**src/rtl/muldiv_pkg.sv**
```systemverilog
// Shared encodings for the iterative multiply/divide unit: op codes used by decode
// and the FSM state type.
package muldiv_pkg;

  typedef enum logic [1:0] {
    MD_MULT  = 2'd0,
    MD_MULTU = 2'd1,
    MD_DIV   = 2'd2,
    MD_DIVU  = 2'd3
  } md_op_e;

  typedef enum logic [1:0] {
    MD_IDLE = 2'd0,
    MD_CALC = 2'd1,
    MD_FIX  = 2'd2
  } md_state_e;

  function automatic logic op_is_div(input logic [1:0] op);
    return (op == MD_DIV) || (op == MD_DIVU);
  endfunction

  function automatic logic op_is_signed(input logic [1:0] op);
    return (op == MD_MULT) || (op == MD_DIV);
  endfunction

endpackage

```
**src/rtl/muldiv_if.sv**
```systemverilog
// Request/response bundle between the EXE stage and the multiply/divide unit.
interface muldiv_if #(parameter int WIDTH = 32);
  logic               start;
  logic [1:0]         op;
  logic               cancel;
  logic [WIDTH-1:0]   a;
  logic [WIDTH-1:0]   b;
  logic               busy;
  logic               stall;
  logic               valid;
  logic [2*WIDTH-1:0] hilo;

  modport master (
    output start, op, cancel, a, b,
    input  busy, stall, valid, hilo
  );

  modport slave (
    input  start, op, cancel, a, b,
    output busy, stall, valid, hilo
  );
endinterface

```
**src/rtl/muldiv_step.sv**
```systemverilog
// One radix-2 iteration on the {upper(WIDTH+1), lower(WIDTH)} working register:
// right-shifting shift-add for multiply, left-shifting restoring divide otherwise.
module muldiv_step #(
  parameter int WIDTH = 32
) (
  input  logic               is_div,
  input  logic [WIDTH-1:0]   opnd,
  input  logic [2*WIDTH:0]   work_in,
  output logic [2*WIDTH:0]   work_out
);

  logic [WIDTH:0]   addend;
  logic [WIDTH:0]   sum;
  logic [WIDTH:0]   trial;
  logic [2*WIDTH:0] shl;

  always_comb begin
    addend   = '0;
    sum      = '0;
    trial    = '0;
    shl      = '0;
    work_out = work_in;
    if (!is_div) begin
      // Multiplier sits in the low half; its LSB selects the add before shifting right.
      addend   = work_in[0] ? {1'b0, opnd} : '0;
      sum      = work_in[2*WIDTH:WIDTH] + addend;
      work_out = {1'b0, sum, work_in[WIDTH-1:1]};
    end else begin
      shl   = {work_in[2*WIDTH-1:0], 1'b0};
      trial = shl[2*WIDTH:WIDTH] - {1'b0, opnd};
      if (shl[2*WIDTH:WIDTH] >= {1'b0, opnd})
        work_out = {trial, shl[WIDTH-1:1], 1'b1};
      else
        work_out = {shl[2*WIDTH:WIDTH], shl[WIDTH-1:1], 1'b0};
    end
  end

endmodule

```
**src/rtl/muldiv_iter.sv**
```systemverilog
// Iterative WIDTH-bit multiply/divide: magnitude datapath in muldiv_step, sign fix-up
// in a final cycle, result delivered as {HI,LO} with a one-cycle valid pulse.
module muldiv_iter
  import muldiv_pkg::*;
#(
  parameter int WIDTH = 32
) (
  input  logic     clk,
  input  logic     rst,
  muldiv_if.slave  md
);

  localparam int CNT_W = $clog2(WIDTH + 1);
  localparam int WW    = 2 * WIDTH + 1;

  md_state_e          state_q, state_d;
  logic [CNT_W-1:0]   cnt_q;
  logic               is_div_q;
  logic               neg_lo_q;
  logic               neg_hi_q;
  logic               div_zero_q;
  logic [WIDTH-1:0]   opnd_q;
  logic [WW-1:0]      work_q;
  logic [WW-1:0]      work_step;
  logic               busy_q;
  logic               valid_q;
  logic [2*WIDTH-1:0] hilo_q;
  logic [2*WIDTH-1:0] result;

  logic               req_div;
  logic               req_sgn;
  logic               a_neg;
  logic               b_neg;
  logic [WIDTH-1:0]   a_mag;
  logic [WIDTH-1:0]   b_mag;
  logic               accept;

  function automatic logic [WIDTH-1:0] magnitude(input logic signed [WIDTH-1:0] x,
                                                 input logic take_abs);
    logic [WIDTH-1:0] r;
    r = x;
    if (take_abs && x[WIDTH-1]) r = -r;
    return r;
  endfunction

  function automatic logic [2*WIDTH-1:0] signed_result(input logic [WW-1:0] work,
                                                       input logic is_div,
                                                       input logic neg_lo,
                                                       input logic neg_hi,
                                                       input logic div_zero);
    logic [2*WIDTH-1:0] prod;
    logic [WIDTH-1:0]   quot;
    logic [WIDTH-1:0]   rem;
    prod = work[2*WIDTH-1:0];
    quot = work[WIDTH-1:0];
    rem  = work[2*WIDTH-1:WIDTH];
    if (!is_div) return neg_lo ? -prod : prod;
    if (neg_lo) quot = -quot;
    if (neg_hi) rem = -rem;
    // Divide by zero leaves |a| as remainder; the dividend-sign rule restores a exactly.
    if (div_zero) quot = '1;
    return {rem, quot};
  endfunction

  assign req_div = op_is_div(md.op);
  assign req_sgn = op_is_signed(md.op);
  assign a_neg   = req_sgn & md.a[WIDTH-1];
  assign b_neg   = req_sgn & md.b[WIDTH-1];
  assign a_mag   = magnitude(md.a, req_sgn);
  assign b_mag   = magnitude(md.b, req_sgn);
  assign accept  = (state_q == MD_IDLE) & md.start & ~md.cancel;

  muldiv_step #(.WIDTH(WIDTH)) u_step (
    .is_div   (is_div_q),
    .opnd     (opnd_q),
    .work_in  (work_q),
    .work_out (work_step)
  );

  assign result = signed_result(work_q, is_div_q, neg_lo_q, neg_hi_q, div_zero_q);

  always_comb begin
    state_d = state_q;
    case (state_q)
      MD_IDLE: if (accept) state_d = MD_CALC;
      MD_CALC: if (cnt_q == CNT_W'(WIDTH - 1)) state_d = MD_FIX;
      MD_FIX:  state_d = MD_IDLE;
      default: state_d = MD_IDLE;
    endcase
    if (md.cancel) state_d = MD_IDLE;
  end

  always_ff @(posedge clk or posedge rst) begin
    if (rst) begin
      state_q    <= MD_IDLE;
      cnt_q      <= '0;
      is_div_q   <= 1'b0;
      neg_lo_q   <= 1'b0;
      neg_hi_q   <= 1'b0;
      div_zero_q <= 1'b0;
      opnd_q     <= '0;
      work_q     <= '0;
      busy_q     <= 1'b0;
      valid_q    <= 1'b0;
      hilo_q     <= '0;
    end else begin
      state_q <= state_d;
      busy_q  <= (state_d == MD_CALC) || (state_d == MD_FIX);
      valid_q <= (state_q == MD_FIX) && !md.cancel;
      // Issue boundary: capture magnitudes and sign flags for the whole operation.
      if (accept) begin
        cnt_q      <= '0;
        is_div_q   <= req_div;
        neg_lo_q   <= a_neg ^ b_neg;
        neg_hi_q   <= req_div & a_neg;
        div_zero_q <= req_div && (md.b == '0);
        opnd_q     <= req_div ? b_mag : a_mag;
        work_q     <= {{(WIDTH + 1){1'b0}}, (req_div ? a_mag : b_mag)};
      end else if ((state_q == MD_CALC) && !md.cancel) begin
        work_q <= work_step;
        cnt_q  <= cnt_q + 1'b1;
      end
      // Fix-up boundary: signed result lands in HI/LO together with valid.
      if ((state_q == MD_FIX) && !md.cancel)
        hilo_q <= result;
    end
  end

  assign md.busy  = busy_q;
  assign md.valid = valid_q;
  assign md.hilo  = hilo_q;
  assign md.stall = busy_q | accept;

endmodule
```
**src/flat_wrapper.sv**
```systemverilog
// flat-port wrapper written by rule: the top's interface ports become plain ports
module muldiv_iter_flat import muldiv_pkg::*;
#(
  parameter int WIDTH = 32
)
  (clk, rst, md_start, md_op, md_cancel, md_a, md_b, md_busy, md_stall, md_valid, md_hilo);
  muldiv_if #(.WIDTH(WIDTH)) md_i ();
  input  logic clk;
  input  logic rst;
  input wire logic [$bits(md_i.start)-1:0] md_start;
  input wire logic [$bits(md_i.op)-1:0] md_op;
  input wire logic [$bits(md_i.cancel)-1:0] md_cancel;
  input wire logic [$bits(md_i.a)-1:0] md_a;
  input wire logic [$bits(md_i.b)-1:0] md_b;
  output wire logic [$bits(md_i.busy)-1:0] md_busy;
  output wire logic [$bits(md_i.stall)-1:0] md_stall;
  output wire logic [$bits(md_i.valid)-1:0] md_valid;
  output wire logic [$bits(md_i.hilo)-1:0] md_hilo;
  assign md_i.start = md_start;
  assign md_i.op = md_op;
  assign md_i.cancel = md_cancel;
  assign md_i.a = md_a;
  assign md_i.b = md_b;
  assign md_busy = md_i.busy;
  assign md_stall = md_i.stall;
  assign md_valid = md_i.valid;
  assign md_hilo = md_i.hilo;
  muldiv_iter #(.WIDTH(WIDTH)) u_core (.clk(clk), .rst(rst), .md(md_i));
endmodule
```
**config.mk**
```make
export PLATFORM = sky130hd
export DESIGN_NAME = muldiv_iter_flat
export DESIGN_NICKNAME = d
export VERILOG_FILES = /design/src/rtl/muldiv_pkg.sv /design/src/rtl/muldiv_if.sv /design/src/rtl/muldiv_step.sv /design/src/rtl/muldiv_iter.sv /design/src/flat_wrapper.sv
export SDC_FILE = /design/constraint.sdc
export NUM_CORES = 1
export LEC_CHECK = 0
export ABC_CLOCK_PERIOD_IN_PS = 12400
export BUFFER_PORTS_ARGS = -buffer_cell sky130_fd_sc_hd__buf_2
export CAP_MARGIN = 20
export CELL_PAD_IN_SITES_DETAIL_PLACEMENT = 1
export CELL_PAD_IN_SITES_GLOBAL_PLACEMENT = 1
export CORE_ASPECT_RATIO = 1.1
export CORE_MARGIN = 2
export CORE_UTILIZATION = 45
export DETAILED_ROUTE_END_ITERATION = 6
export GPL_TIMING_DRIVEN = 1
export MAX_ROUTING_LAYER = met4
export PLACE_DENSITY_LB_ADDON = 0.15
export SYNTH_ARGS = -nofsm -noshare
export SYNTH_HDL_FRONTEND = slang
export SYNTH_SLANG_ARGS = --single-unit
```
**constraint.sdc**
```tcl
create_clock -name clk -period 12.4 [get_ports clk]
set_input_delay 1.24 -clock clk [delete_from_list [all_inputs] [get_ports clk]]
set_output_delay 1.24 -clock clk [all_outputs]
set_load 0.02 [all_outputs]
```
==> results.sh, run 1 <==
export IMPL_status="complete, no violations"
export IMPL_grt_usage_pct=32.0
export IMPL_fillers=3822
export IMPL_place_ws_ns=8.18
export IMPL_whs_ns=0.473
export IMPL_end_kind="flop"
export IMPL_worstMarginPinSlew_ns=1.00
export IMPL_finalPower_w=0.00331
export IMPL_fp_dieW_um=172
export IMPL_grt_max_degree=99
export IMPL_ir_drop_v=0.0000973
export IMPL_via_per_inst=6.03
export IMPL_syn2layout_area_growth_pct=11.8
export IMPL_synth_nets=1914
export IMPL_swShare_pct=48.7
export IMPL_p_int_w=0.00170
export IMPL_htree_levels=4
export IMPL_synth_edf_count=0
export IMPL_start_util_pct=45.9
export IMPL_hpwl_um=38000
export IMPL_die_y_um=189
export IMPL_ys_ff_latch=175
export IMPL_grt_pass1_vias=14200
export IMPL_cts_inserted_buffers=17
export IMPL_place_port_buffers=136
export IMPL_tns_ns=0
export IMPL_clkPwrFrac_pct=17.2
export IMPL_leakagePower_nw=7.13
export IMPL_grt_pass1_wl_um=78400
export IMPL_critPathLaunchType="flop"
export IMPL_final_common_cell="nand2_1"
export IMPL_fin_crit_sh_pct=33.6
export IMPL_hp_class="reg -> reg"
export IMPL_drt_total_wl_um=49900
export IMPL_fin_nets=1998
export IMPL_overflow=0
export IMPL_synth_cells=1773
export IMPL_postLayoutCellArea_um2=15700
export IMPL_ctsHoldBuffers=0
export IMPL_setup_viol=0
export IMPL_fmax_mhz=240
export IMPL_wl_per_cell_um=21.8
export IMPL_rsz0062_at_grt="no"
export IMPL_syn_area_per_cell_um2=7.92
export IMPL_cts_root_buf="clkbuf_16"
export IMPL_crit_type="reg -> reg"
export IMPL_power_frac_comb_pct=55.5
export IMPL_worstPathRequired_ns=12.74
export IMPL_gp_congestion=0.973
export IMPL_multi_input_area_um2=9070
export IMPL_slew_viol_final=0
export IMPL_power_share_sequential_pct=27.3
export IMPL_dr_pass1_iters=5
export IMPL_ff_latch_area_um2=4380
export IMPL_clk_path_buf_depth=2
export IMPL_vias=13800
export IMPL_drive_above_1_share_pct=11.7
export IMPL_hold_depth=2
export IMPL_final_cell_mix="nand2_1, a21oi_1, nor2_1, dfrtp_1, o21ai_0"
export IMPL_ys_warn_count=0
export IMPL_ant_nets=0
export IMPL_drtIter0Drc=871
export IMPL_p_sw_w=0.00161
export IMPL_postCtsSetupBuffers=0
export IMPL_cp_arrival_ns=4.50
export IMPL_clk_pin_slew_ns=0.07
export IMPL_placed_cell_area_um2=15100
export IMPL_hold_viol=0
export IMPL_clock_latency_ns=0.45
export IMPL_ys_async_sr_fraction_pct=100
export IMPL_r2r_cells=12
export IMPL_pin_count=137
export IMPL_ys_types=72
export IMPL_core_um2=30600
export IMPL_cap_violations=0
export IMPL_grt_antenna_before_repair=0
export IMPL_p_per_area_nw_per_um2=211
export IMPL_dieArea_um2=32700
export IMPL_ys_seq_area_share_pct=31.2
export IMPL_cts_resized=0
export IMPL_drc=0
export IMPL_cts_tree="yes"
export IMPL_synth_area_um2=14100
export IMPL_rows=67
export IMPL_setup_ws_ns=8.24
export IMPL_numClockSinks=175
export IMPL_finClkSkew_ns=0.0111
export IMPL_cp_max_fo=14
export IMPL_max_slew_margin_pct=33.0
export IMPL_synth_main_ff_cell="dfrtp_1"
export IMPL_finalCriticalPeriod_ns=4.16
-- layer usage --
layer  vias up  GRT usage, %  share of wire, %
met5         -             -                 0
met4         0          12.5               3.5
met3        86          3.05               4.0
met2       383          54.8                50
met1      6820          38.8                42
li1       6485             -                 -
-- worst max-delay path: stages (launching register included) --
cell	delay (ns)
dfrtp_1	0.58
ha_1	0.52
nand3_1	0.15
nor3_1	0.34
o211ai_1	0.17
nand4_1	0.15
o21ai_0	0.13
a21o_1	0.22
a21o_1	0.32
nand2_1	0.44
buf_4	0.36
mux2_2	0.37
a221o_1	0.31
-- cells in the mapped netlist, drive strengths merged, types with 21 or more instances --
master	count	area, um^2
nand2	206	781
ha	69	863
dfrtp	175	4380
o21ai	177	886
clkbuf	75	282
nor2	182	691
a21o	26	195
o211ai	29	218
nor3	35	175
inv	73	274
xnor2	101	885
xor2	76	666
mux2i	51	510
nand3	31	155
o31ai	21	158
o221ai	25	219
a21oi	183	916
-- final timing paths --
path                                          from                 end  slack, ns
worst max-delay path             u_core.work_q[43]   u_core.work_q[61]       8.24
worst min-delay path            u_core.md.hilo[47]  u_core.md.hilo[47]       0.47
worst max register to register   u_core.work_q[43]   u_core.work_q[61]       8.24
worst min register to register  u_core.md.hilo[47]  u_core.md.hilo[47]       0.47
max in group asynchronous                      rst     u_core.is_div_q       9.46
min in group asynchronous                      rst  u_core.md.hilo[54]       0.86
-- metrics by stage --
step           util, %  instances
2_1_floorplan        -       1773
3_3_place_gp      49.2       2250
3_5_place_dp      49.2       2250
4_1_cts           51.2       2282
5_1_grt           51.3       2284
6_report          51.3       2285
-- cell type report --
cell class                      count  share of cell area (%)
Timing Repair Buffer              156                    5.42
Multi-Input combinational cell   1434                    57.7
Antenna cell                        1                  0.0159
Clock buffer                       18                    2.80
Sequential cell                   175                    27.9
Clock inverter                     14                    1.09
Tap cell                          414                    3.30
Inverter                           73                    1.78
-- flip-flops by register name, indices dropped and copies added, names as in the netlist --
signal and cells:
u_core.work_q 65, u_core.md.hilo 64, u_core.opnd_q 32, u_core.cnt_q 6, u_core.state_q 2, u_core.div_zero_q 1, u_core.is_div_q 1, u_core.md.busy 1
u_core.md.valid 1, u_core.neg_hi_q 1, u_core.neg_lo_q 1
-- power groups by stage --
stage	clock (W)	combinational [W]	sequential, W
floorplan	0	0.00137	0.000793
global placement	0	0.00174	0.000897
detailed placement	0	0.00179	0.000905
CTS	0.000575	0.00181	0.000894
global route	0.000596	0.00201	0.000917
finish	0.000570	0.00184	0.000902
-- cell families (layout without fill, tap and decap cells) --
group                      Yosys count  count (layout)  synth area share [%]
AOI/OAI and AO/OA                  559             559                  24.1
xor gates and xnor gates           177             177                  11.0
adders and majority gates           71              71                  6.43
buffers and inverters              164             261                  4.46
DFF                                175             175                  31.2
muxes                               56              56                  4.03
other                                0               1                     0
and+or+nand+nor                    571             571                  18.8
(Power assumes the default switching activity.)
==> run 2, diff against run 1 <==
- ABC_CLOCK_PERIOD_IN_PS: 12400 -> 4040
- clock period: 12.4 -> 4.04 ns (I/O delays scaled with it)
==> results.sh, run 2 (synthesized netlist as in run 1, its figures left out) <==
export IMPL_rows=67
export IMPL_grt_usage_pct=33.0
export IMPL_cp_max_fo=4
export IMPL_clk_path_buf_depth=2
export IMPL_fillers=3807
export IMPL_hp_class="in -> async"
export IMPL_fp_dieW_um=172
export IMPL_finClkSkew_ns=0.0167
export IMPL_numClockSinks=175
export IMPL_n_antenna_cell=0
export IMPL_drt_total_wl_um=51500
export IMPL_die_y_um=189
export IMPL_postCtsSetupBuffers=0
export IMPL_clk_pin_slew_ns=0.08
export IMPL_start_util_pct=45.9
export IMPL_drc=0
export IMPL_ant_nets=0
export IMPL_max_slew_margin_pct=27.7
export IMPL_place_port_buffers=136
export IMPL_cts_root_buf="clkbuf_16"
export IMPL_power_frac_comb_pct=57.7
export IMPL_fin_nets=2033
export IMPL_tns_ns=0
export IMPL_dieArea_um2=32700
export IMPL_p_sw_w=0.00504
export IMPL_drive_above_1_share_pct=13.3
export IMPL_worstMarginPinSlew_ns=1.08
export IMPL_final_core_util_pct=52.3
export IMPL_final_common_cell="nand2_1"
export IMPL_ctsHoldBuffers=0
export IMPL_grt_max_degree=122
export IMPL_p_int_w=0.00537
export IMPL_grt_pass1_wl_um=80300
export IMPL_worstPathRequired_ns=4.38
export IMPL_swShare_pct=48.4
export IMPL_overflow=0
export IMPL_final_cell_mix="nand2_1, a21oi_1, nor2_1, dfrtp_1, o21ai_0"
export IMPL_placedCellCount=2287
export IMPL_r2r_cells=13
export IMPL_end_kind="flop"
export IMPL_slew_viol_final=0
export IMPL_drtIter0Drc=749
export IMPL_cts_tree="yes"
export IMPL_setup_viol=0
export IMPL_hold_viol=0
export IMPL_clock_latency_ns=0.46
export IMPL_hpwl_um=39400
export IMPL_setup_ws_ns=0.400
export IMPL_p_per_area_nw_per_um2=651
export IMPL_cts_resized=0
export IMPL_largest_register="u_core.work_q"
export IMPL_fmax_mhz=275
export IMPL_grt_pass1_vias=14300
export IMPL_htree_levels=4
export IMPL_clkPwrFrac_pct=17.2
export IMPL_power_share_sequential_pct=25.1
export IMPL_leakagePower_nw=7.30
export IMPL_rsz0062_at_grt="no"
export IMPL_finalPower_w=0.0104
export IMPL_fin_crit_sh_pct=90.1
export IMPL_via_per_inst=5.98
export IMPL_rrSetupSlack_ns=0.40
export IMPL_wl_per_cell_um=22.2
export IMPL_status="complete, no violations"
export IMPL_crit_type="reg -> reg"
export IMPL_instances_no_fill=2319
export IMPL_vias=13900
export IMPL_finalCriticalPeriod_ns=3.64
export IMPL_cap_violations=0
export IMPL_dr_pass1_iters=5
export IMPL_ir_drop_v=0.000366
export IMPL_grt_antenna_before_repair=1
export IMPL_pin_count=137
export IMPL_largest_reg_flops=65
export IMPL_place_ws_ns=0.406
export IMPL_cp_arrival_ns=3.98
export IMPL_cts_inserted_buffers=17
export IMPL_gp_congestion=0.932
export IMPL_core_um2=30600
export IMPL_critPathLaunchType="flop"
export IMPL_syn2layout_area_growth_pct=13.9
-- run 2: cell count changes in the layout (fill, tap and decap cells not counted), sizes merged --
cell and delta:
buf +35, clkbuf -1, clkinvlp +1, diode -1
-- run 2: layout make-up --
type | count | area, um^2 | area share, %
inverters | 73 | 278 | 1.74
flip-flops and latches | 175 | 4380 | 27.4
clock inverters | 15 | 206 | 1.29
repair buffers | 191 | 1120 | 6.99
clock buffers | 17 | 425 | 2.66
well taps | 414 | 518 | 3.24
multi-input cells | 1434 | 9070 | 56.7
-- run 2: path summary, 6_finish.rpt --
check | startpoint | end
worst min register to register | u_core.md.hilo[49] | u_core.md.hilo[49]
worst max register to register | u_core.work_q[31] | u_core.work_q[64]
max in group asynchronous | rst | u_core.is_div_q
worst min-delay path | rst | u_core.cnt_q[0]
worst max-delay path | u_core.work_q[31] | u_core.work_q[64]
min in group clk | md_op[0] | u_core.neg_lo_q
-- run 2: through the flow --
stage | area (um^2) | hold slack (ns)
5_1_grt | 16000 | 0.173
4_1_cts | 16000 | 0.173
3_3_place_gp | 15400 | 0.457
3_5_place_dp | 15400 | 0.466
6_report | 16000 | 0.129
2_1_floorplan | 14100 | 0.450
-- run 2: per-layer routing --
metal,GRT usage [%],vias up,wire length [um]
met5,-,-,0
met4,14.4,0,2210
met3,3.01,107,1880
met2,56.0,362,25500
met1,39.8,6838,21900
li1,-,6567,-
-- run 2: critical path, cell delays in order, from the launching register on --
cell and delay [ns]:
dfrtp_1 0.42, inv_1 0.13, ha_1 0.19, inv_1 0.07, fa_1 0.42, a211oi_1 0.31
o21bai_1 0.18, a21oi_1 0.28, a211oi_1 0.16, o221ai_1 0.36, o221ai_1 0.23, a31o_2 0.28
a21o_1 0.19, o311ai_0 0.31
-- run 2: power by group through the flow --
stage,Sequential (W),Combinational (W),Clock (W)
3_3_place_gp,0.00261,0.00580,0
6_report,0.00261,0.00601,0.00180
5_1_grt,0.00266,0.00658,0.00189
4_1_cts,0.00259,0.00596,0.00183
2_1_floorplan,0.00243,0.00420,0
3_5_place_dp,0.00263,0.00589,0
==> run 3, diff against run 2 <==
- MAX_ROUTING_LAYER: met4 -> not set
- SLEW_MARGIN: not set -> 20
- SYNTH_HIERARCHICAL: not set -> 1
==> results.sh, run 3 <==
export IMPL_topRoutingLayerUsed="met4"
export IMPL_cts_inserted_buffers=17
export IMPL_core_um2=33200
export IMPL_synth_area_um2=15200
export IMPL_met3_wirelength_um=2970
export IMPL_rows=70
export IMPL_p_per_area_nw_per_um2=688
export IMPL_wl_met1_um=24300
export IMPL_synth_cells=1842
export IMPL_grt_antenna_before_repair=1
export IMPL_syn2layout_area_growth_pct=12.1
export IMPL_worstMarginPinSlew_ns=0.934
export IMPL_grt_pass1_wl_um=93400
export IMPL_htree_levels=4
export IMPL_dr_pass1_iters=5
export IMPL_critPathLaunchType="flop"
export IMPL_ys_ff_latch=175
export IMPL_synth_most_common_cell="dfrtp_1"
export IMPL_wl_met2_um=29800
export IMPL_cts_tree="yes"
export IMPL_via_per_inst=6.46
export IMPL_fin_crit_sh_pct=90.6
export IMPL_cts_root_buf="clkbuf_16"
export IMPL_ir_drop_v=0.000544
export IMPL_dieArea_um2=35200
export IMPL_hold_viol=0
export IMPL_grt_usage_pct=35.1
export IMPL_worstPathRequired_ns=4.37
export IMPL_grt_pass1_vias=15900
export IMPL_crit_type="reg -> reg"
export IMPL_slew_viol_final=0
export IMPL_ys_warn_count=6
export IMPL_cp_arrival_ns=3.99
export IMPL_synth_top_area_cell="dfrtp_1"
export IMPL_die_y_um=197
export IMPL_drt_total_wl_um=61400
export IMPL_setup_viol=0
export IMPL_synth_area_leaders="dfrtp_1, ha_1, a21oi_1, xor2_1, xnor2_1"
export IMPL_fin_nets=2099
export IMPL_place_ws_ns=0.514
export IMPL_max_slew_margin_pct=37.8
export IMPL_largest_reg_flops=65
export IMPL_cp_max_fo=30
export IMPL_drtIter0Drc=1216
export IMPL_ant_nets=0
export IMPL_fmax_mhz=273
export IMPL_wl_per_cell_um=25.6
export IMPL_synth_nets=1983
export IMPL_clock_latency_ns=0.45
export IMPL_synth_main_ff_cell="dfrtp_1"
export IMPL_start_util_pct=45.7
export IMPL_finalCriticalPeriod_ns=3.66
export IMPL_drc=0
export IMPL_drive_above_1_share_pct=15.3
export IMPL_final_cell_mix="dfrtp_1, nand2_1, a21oi_1, nor2_1, buf_2"
export IMPL_numClockSinks=175
export IMPL_finClkSkew_ns=0.0179
export IMPL_grt_max_degree=118
export IMPL_fp_dieW_um=179
export IMPL_clk_path_buf_depth=2
export IMPL_tns_ns=0
export IMPL_setup_ws_ns=0.380
export IMPL_synth_top_area_share_pct=28.9
export IMPL_postCtsSetupBuffers=0
export IMPL_status="complete, no violations"
export IMPL_cap_violations=0
export IMPL_place_port_buffers=136
export IMPL_end_kind="flop"
export IMPL_ctsHoldBuffers=0
export IMPL_synthTopCellsByCount="dfrtp_1, nand2_1, a21oi_1, nor2_1, o21ai_0"
export IMPL_ys_types=88
export IMPL_hpwl_um=47200
export IMPL_overflow=0
export IMPL_pin_count=137
export IMPL_cts_resized=0
export IMPL_clk_pin_slew_ns=0.08
export IMPL_vias=15500
export IMPL_rsz0062_at_grt="no"
export IMPL_synth_edf_count=0
export IMPL_leakagePower_nw=7.69
export IMPL_largest_register="u_core/work_q"
export IMPL_ys_async_sr_fraction_pct=100
export IMPL_syn_area_per_cell_um2=8.24
export IMPL_ys_seq_area_share_pct=28.9
export IMPL_gp_congestion=1.01
export IMPL_final_common_cell="dfrtp_1"
export IMPL_hp_class="in -> async"
run 3: changes by cell type after synthesis, sizes merged, moves of 11 or more:
cell,previous run,this run
a21oi,183,167
a22o,6,33
and2,4,50
mux2,5,32
mux2i,51,62
nand2,206,175
nor2,182,158
nor4,18,32
o211ai,29,14
o21ai,177,124
o22ai,3,14
xnor2,101,85
run 3: layout make-up:
type	count	area [um^2]
clock buffer	21	470
tap	432	541
antenna	1	2.50
multi-input combinational	1508	10100
fill	4092	16200
timing repair buffer	191	1120
inverter	65	248
sequential	175	4380
clock inverter	9	101
run 3: power by group:
part	internal (W)	switching (W)	total [W]	leakage, nW
clock	0.000904	0.000766	0.00167	0.278
sequential	0.00208	0.000681	0.00276	2.28
combinational	0.00287	0.00440	0.00727	5.14
total	0.00585	0.00585	0.0117	7.69
run 3: stage by stage:
step                      cell area, um^2  total power (W)  util [%]  cells  hold WS (ns)
after CTS                           17000           0.0115      51.2   2401         0.153
after detailed placement            16400          0.00982      49.5   2371         0.467
final                               17000           0.0117      51.2   2402        0.0788
after global placement              16400          0.00967      49.5   2371         0.458
after global routing                17000           0.0124      51.2   2401         0.174
after floorplan                     15200          0.00763         -   1842         0.450
run 3: cell families after synthesis:
kind of cell | share of synthesized area (%)
AOI/OAI and AO/OA | 24.2
xor gates and xnor gates | 9.87
muxes | 6.47
and+or+nand+nor | 20.3
adders and majority gates | 5.95
DFF | 28.9
buffers and inverters | 4.42
run 3: metal layers:
metal | global-route usage (%) | up-vias
li1 | - | 6992
met3 | 5.32 | 174
met2 | 59.7 | 545
met1 | 40.9 | 7795
met5 | 0 | -
met4 | 22.4 | 0
run 3: path summary, 6_finish.rpt:
path / startpoint / end / slack [ns] / cells past startpoint
hold / removal: rst / u_core/md.hilo[49] / 0.08 / 3
setup reg to reg: u_core/work_q[0] / u_core/work_q[57] / 0.38 / 13
setup / recovery: u_core/work_q[0] / u_core/work_q[57] / 0.38 / 13
min in group clk: md_op[0] / u_core/neg_lo_q / 0.30 / 2
max in group asynchronous: rst / u_core/opnd_q[7] / 3.22 / 3
hold reg to reg: u_core/md.hilo[54] / u_core/md.hilo[54] / 0.47 / 2
run 3: worst max-delay path: stages, from the launching register on:
cell and delay [ns]:
dfrtp_1 0.50, buf_4 0.36, and2_1 0.19, ha_1 0.27, a21oi_1 0.24, o211ai_1 0.24
nand4_1 0.16, nand2_1 0.16, a31oi_1 0.35, o21bai_1 0.16, a311oi_1 0.32, xor2_1 0.25
mux2i_1 0.10, a22o_1 0.22
